<file path="src/rtl/hdr_window_capture_pkg.sv">
// Shared types and widths for the packet-parser header capture slice.
package pp_package;

  localparam int TDATA_WIDTH = 64;
  localparam int TKEEP_WIDTH = TDATA_WIDTH / 8;

  typedef enum logic [1:0] {
    IDLE = 2'd0,
    CAPT = 2'd1,
    BODY = 2'd2
  } hdr_cap_state_t;

endpackage

</file>
<file path="src/rtl/hdr_beat_store.sv">
// DEPTH-slot beat store with indexed write and clear-tail on packet start.
// Exposes the post-write contents combinationally so the owner can snapshot
// the completed window on the same edge as the final header beat is written.
module hdr_beat_store #(
  parameter int DEPTH = 4,
  parameter int W     = 64
) (
  input  logic                     clk,
  input  logic                     rst,
  input  logic                     wr_en,
  input  logic                     clr_tail,
  input  logic [$clog2(DEPTH)-1:0] wr_idx,
  input  logic [W-1:0]             wr_data,
  output logic [W*DEPTH-1:0]       store_nxt
);

  logic [DEPTH-1:0][W-1:0] slot_q;
  logic [DEPTH-1:0][W-1:0] slot_d;

  // Next store contents: a packet's first beat zeroes slots 1..DEPTH-1 so short packets leave a zero tail
  always_comb begin
    slot_d = slot_q;
    if (wr_en) begin
      if (clr_tail) begin
        for (int k = 1; k < DEPTH; k++) begin
          slot_d[k] = '0;
        end
      end
      slot_d[wr_idx] = wr_data;
    end
  end

  // Store register
  always_ff @(posedge clk or negedge rst) begin
    if (!rst) begin
      slot_q <= '0;
    end else begin
      slot_q <= slot_d;
    end
  end

  assign store_nxt = slot_d;

endmodule

</file>
<file path="src/rtl/hdr_window_capture.sv">
// In-line AXI-Stream header capture: passes all beats through combinationally,
// captures the first DEPTH beats of each packet into a window presented with a
// valid/ack handshake, and holds off the next packet until the window is taken.
// Optional build macro PP_HDR_KEEP_EN adds tkeep passthrough and capture.
module hdr_window_capture
  import pp_package::*;
#(
  parameter int DEPTH = 4
) (
  input  logic                           clk,
  input  logic                           rst,
  input  logic [TDATA_WIDTH-1:0]         s_axis_tdata,
  input  logic                           s_axis_tvalid,
  output logic                           s_axis_tready,
  input  logic                           s_axis_tlast,
  output logic [TDATA_WIDTH-1:0]         m_axis_tdata,
  output logic                           m_axis_tvalid,
  input  logic                           m_axis_tready,
  output logic                           m_axis_tlast,
`ifdef PP_HDR_KEEP_EN
  input  logic [TKEEP_WIDTH-1:0]         s_axis_tkeep,
  output logic [TKEEP_WIDTH-1:0]         m_axis_tkeep,
  output logic [TKEEP_WIDTH*DEPTH-1:0]   hdr_keep,
`endif
  output logic [TDATA_WIDTH*DEPTH-1:0]   hdr_data,
  output logic [$clog2(DEPTH+1)-1:0]     hdr_beats,
  output logic                           hdr_valid,
  input  logic                           hdr_ack
);

  localparam int CNT_W = $clog2(DEPTH + 1);
  localparam int IDX_W = $clog2(DEPTH);

  hdr_cap_state_t              state;
  logic [CNT_W-1:0]            beat_cnt;
  logic                        gate;
  logic                        acc;
  logic                        in_cap;
  logic                        last_slot;
  logic                        complete;
  logic [IDX_W-1:0]            wr_idx;
  logic [CNT_W-1:0]            beats_taken;
  logic [TDATA_WIDTH*DEPTH-1:0] data_nxt;

  // A new packet may only start once the pending window is gone or being taken now
  assign gate          = (state != IDLE) || !hdr_valid || hdr_ack;
  assign s_axis_tready = m_axis_tready && gate;
  assign m_axis_tvalid = s_axis_tvalid && gate;
  assign m_axis_tdata  = s_axis_tdata;
  assign m_axis_tlast  = s_axis_tlast;
  assign acc           = s_axis_tvalid && s_axis_tready;

  assign in_cap      = (state != BODY);
  assign last_slot   = (state == CAPT) && (beat_cnt == CNT_W'(DEPTH - 1));
  assign complete    = acc && in_cap && (s_axis_tlast || last_slot);
  assign wr_idx      = (state == IDLE) ? '0 : beat_cnt[IDX_W-1:0];
  assign beats_taken = (state == IDLE) ? CNT_W'(1) : beat_cnt + CNT_W'(1);

  hdr_beat_store #(
    .DEPTH (DEPTH),
    .W     (TDATA_WIDTH)
  ) u_data_store (
    .clk       (clk),
    .rst       (rst),
    .wr_en     (acc && in_cap),
    .clr_tail  (state == IDLE),
    .wr_idx    (wr_idx),
    .wr_data   (s_axis_tdata),
    .store_nxt (data_nxt)
  );

`ifdef PP_HDR_KEEP_EN
  logic [TKEEP_WIDTH*DEPTH-1:0] keep_nxt;

  assign m_axis_tkeep = s_axis_tkeep;

  hdr_beat_store #(
    .DEPTH (DEPTH),
    .W     (TKEEP_WIDTH)
  ) u_keep_store (
    .clk       (clk),
    .rst       (rst),
    .wr_en     (acc && in_cap),
    .clr_tail  (state == IDLE),
    .wr_idx    (wr_idx),
    .wr_data   (s_axis_tkeep),
    .store_nxt (keep_nxt)
  );

  // Keep window snapshot, updated together with the data window
  always_ff @(posedge clk or negedge rst) begin
    if (!rst) begin
      hdr_keep <= '0;
    end else if (complete) begin
      hdr_keep <= keep_nxt;
    end
  end
`endif

  // Packet framing FSM: beat_cnt indexes header slots and parks at DEPTH in BODY
  always_ff @(posedge clk or negedge rst) begin
    if (!rst) begin
      state    <= IDLE;
      beat_cnt <= '0;
    end else if (acc) begin
      case (state)
        IDLE: begin
          if (s_axis_tlast) begin
            beat_cnt <= '0;
          end else begin
            state    <= CAPT;
            beat_cnt <= CNT_W'(1);
          end
        end
        CAPT: begin
          if (s_axis_tlast) begin
            state    <= IDLE;
            beat_cnt <= '0;
          end else if (last_slot) begin
            state    <= BODY;
            beat_cnt <= CNT_W'(DEPTH);
          end else begin
            beat_cnt <= beat_cnt + CNT_W'(1);
          end
        end
        BODY: begin
          if (s_axis_tlast) begin
            state    <= IDLE;
            beat_cnt <= '0;
          end
        end
        default: begin
          state    <= IDLE;
          beat_cnt <= '0;
        end
      endcase
    end
  end

  // Window registers: snapshot on completion; a completion in the same cycle as an ack wins
  always_ff @(posedge clk or negedge rst) begin
    if (!rst) begin
      hdr_data  <= '0;
      hdr_beats <= '0;
      hdr_valid <= 1'b0;
    end else if (complete) begin
      hdr_data  <= data_nxt;
      hdr_beats <= beats_taken;
      hdr_valid <= 1'b1;
    end else if (hdr_ack) begin
      hdr_valid <= 1'b0;
    end
  end

endmodule
</file>
<file path="config.mk">
export PLATFORM = sky130hd
export DESIGN_NAME = hdr_window_capture
export DESIGN_NICKNAME = d
export VERILOG_FILES = /design/src/rtl/hdr_window_capture_pkg.sv /design/src/rtl/hdr_beat_store.sv /design/src/rtl/hdr_window_capture.sv
export SDC_FILE = /design/constraint.sdc
export NUM_CORES = 1
export LEC_CHECK = 0
export ABC_AREA = 1
export CAP_MARGIN = 40
export CORE_MARGIN = 5
export CORE_UTILIZATION = 58
export CTS_CLUSTER_SIZE = 20
export DETAILED_ROUTE_END_ITERATION = 16
export PLACE_DENSITY = 0.86
export SLEW_MARGIN = 10
export SYNTH_ARGS = -nofsm -noshare
export SYNTH_HDL_FRONTEND = slang
export SYNTH_SLANG_ARGS = --single-unit
</file>
<file path="constraint.sdc">
create_clock -name clk -period 4.99 [get_ports clk]
set_input_delay 0.998 -clock clk [delete_from_list [all_inputs] [get_ports clk]]
set_output_delay 0.998 -clock clk [all_outputs]
set_load 0.05 [all_outputs]
</file>
==> impl_results.md <==
* Outcome: completed
* Maximum VDD drop at 0.272 mV
* Count of cell types in the netlist at 26
* Largest family of logic cells by synthesized area: simple AND/OR/NAND/NOR gates
* Setup TNS at 0 ns
* Synth top area share at ~53%
* DRT Pass-1 Iters at 8
* Worst Path Arrival at ~2.8 ns
* R2R depth at 9
* Synth Area in Simple Gates at 35.7%
* Crit path capture: m_axis_tvalid
* Hold WS at about 0.42 ns
* TritonCTS buffer count at 53
* Cts repair resizes at 0
* Synthesized instance count at ~3,300
* Synth Cell Area at between 0.02 and 0.025 mm²
* Slew @ Worst Pin at 1.09 ns
* Initial Util at roughly 59%
* Async set-reset flop share out of synthesis at between 90% and 100%
* Share of layout cells above drive strength 1 at between 3 and 4%
* Critical path capture point type: primary output
* HP Class: input pin to async pin
* TritonCTS clock tree: built
* Register area share after synthesis at a little over half
* Rows at 75
* Diode count at 0
* Initial antenna violation count at 0
* First-pass GRT wire length at around 120,000 µm
* Flop-to-flop setup slack at roughly 1.7 ns
* Count leader, synth: nand2_1
* Slew margin rel. at 27.4%
* Worst EP required at ~4.0 ns
* Full die area at around 0.047 mm²
* Die W at around 220 µm
* Final hold vios at 0
* Final Util at around 72%
* Post-Syn Nets at about 3,400
* Setup Skew at 0.0175 ns
* Reg2reg start: beat_cnt[1]
* Longest Clk Path Bufs at 3
* Max Slew Vio Count at 0
* Synth-to-Final Area Change at 22.0%
* XOR/XNOR share of the synthesized area at 0%
* R2r endpoint: hdr_data[169]
* Total GRT Usage at ~32%
* Lkg Pwr at between 15 and 20 nW
* Root Buffer: clkbuf_16
* Ranking of synthesized cells by area: dfrtp_1 53%, nand2_1 30%, nand3_1 4.0%
* # setup viols final at 0
* Largest net degree at the start of global routing at approximately 230
* Final Power at 0.0127 W
* Crit. Startpoint: s_axis_tvalid
* Fmax at between 0.2 and 0.3 GHz
* Most common library cells after synthesis: 1,999 x nand2_1, 521 x dfrtp_1, 198 x nand3_1
* CTS H-tree lvls at 2
* Hold Buf Count CTS at 0
* Adder-Cell Fraction of Synth Area at less than 1%
* Final Critical Period at about 3.8 ns
* IO Pins at 397
* RSZ-0062 raised after global routing: false
* Gr ovfl total at 0
* Crit path kind: input pin to primary output
* Fin cells at roughly 4,100
* Yosys warns at 0
* CP Launch Type: input pin
* Placed instance count at approximately 4,000
* Worst-path fanout max at 3
* WL/cell at 18.9 µm
* I/O Buffers at ~400
* Vias per cell at about 5.8
* Core Footprint at about 0.042 mm²
* Syn Area/Cell at 7.50 µm²
* Clock Sinks at 521
* Post-synth EDFFs at 0
* DRC viols at 0
* Die Ht at 217 µm
* DR iter-0 viols at between 2,000 and 3,000
* Hpwl dp at 46,700 µm
* Synth Area in Compound Gates at 4.17%
* Drt total wl at 77,100 µm
* Post-synthesis mux area share at 0%
* Setup Buffers After CTS at 0
* Vias at 23,500
* Gpl congestion at a little over 0.8
* Vias in the first global route at approximately 24,000
* Worst-path clk slew at approximately 0.06 ns
* Clk_lat worst skew at roughly 0.60 ns
* Yosys reg bits at 521
* Post-synth top flop: dfrtp_1
* Max-Cap Viols at 0
* Crit share post-route at approximately three quarters
* Remaining antenna violation count after routing at 0
* Power per cell area at around 420 mW/mm²
* Synth area leader: dfrtp_1
* Final net count at ~3,600
-- cells in the final DEF (no fill, tap or decap), types with 2 or more instances in the layout --
cell type | netlist | layout
buf_4 | 79 | 21
bufinv_16 | 0 | 3
nand3_1 | 198 | 197
dfrtp_4 | 0 | 2
clkbuf_8 | 0 | 13
dfrtp_1 | 521 | 519
o21ai_0 | 5 | 5
nor2_4 | 2 | 5
clkdlybuf4s50_1 | 0 | 395
clkbuf_16 | 0 | 55
nor2_1 | 68 | 67
inv_1 | 73 | 71
buf_12 | 0 | 13
clkinv_2 | 0 | 8
o211ai_1 | 129 | 129
ha_1 | 2 | 2
buf_16 | 0 | 3
inv_4 | 0 | 2
clkbuf_1 | 67 | 16
nand2_1 | 1999 | 1999
-- layer usage --
layer | part of all wire, % | up-vias | global-route usage (%)
met1 | 38 | 11200 | 42.9
li1 | - | 10600 | -
met2 | 47 | 1461 | 51.9
met3 | 10 | 263 | 6.49
met5 | 0 | - | 0
met4 | 4.6 | 0 | 14.3
-- final cells by class --
class	count	area (µm²)
tap	539	674
timing repair buffer	433	4470
clock inverter	12	139
inverter	74	283
sequential	521	13000
fill	3066	11800
clock buffer	84	1620
multi-input combinational	2418	9970
-- registers in the layout, indices dropped and copies added, names as in the netlist --
register,flops
beat_cnt,3
hdr_valid,1
hdr_data,256
hdr_beats,3
state,2
u_data_store.slot_q,256
-- power by group --
part / internal [W] / leakage, nW / total [W] / switching, W
Combinational: 0.000979 / 8.29 / 0.00357 / 0.00259
Sequential: 0.00473 / 7.04 / 0.00509 / 0.000366
Clock: 0.00236 / 0.868 / 0.00404 / 0.00168
-- critical path: stages --
cell,delay (ns)
clkdlybuf4s50_1,0.62
a21boi_0,0.29
clkdlybuf4s50_1,0.87
-- per-stage QoR --
step           cell area, µm²  setup slack [ns]
4_1_cts                 30200              1.20
3_3_place_gp            28300              1.22
3_5_place_dp            28400              1.19
6_report                30200              1.21
2_1_floorplan           24800              1.83
5_1_grt                 30200              1.13
-- worst min path at each step --
stage,depth (start not counted),endpoint,from,slack (ns)
4_1_cts,2,hdr_data[255],hdr_data[255],0.48
3_5_place_dp,2,hdr_data[254],hdr_data[254],0.46
2_1_floorplan,2,u_data_store.slot_q[192],u_data_store.slot_q[192],0.47
5_1_grt,2,hdr_data[255],hdr_data[255],0.50
6_report,1,hdr_data[201],rst,0.42
3_3_place_gp,2,hdr_data[10],hdr_data[10],0.46
-- cells by family (layout without fill, tap and decap cells) --
family / Yosys count / after routing
AND/OR/NAND/NOR: 2277 / 2277
flip-flops: 521 / 521
buffers and inverters: 361 / 603
AO/OA/AOI/OAI: 139 / 139
adder cells (fa/ha/maj): 2 / 2
Note: power is estimated with default switching activity, not from simulation.
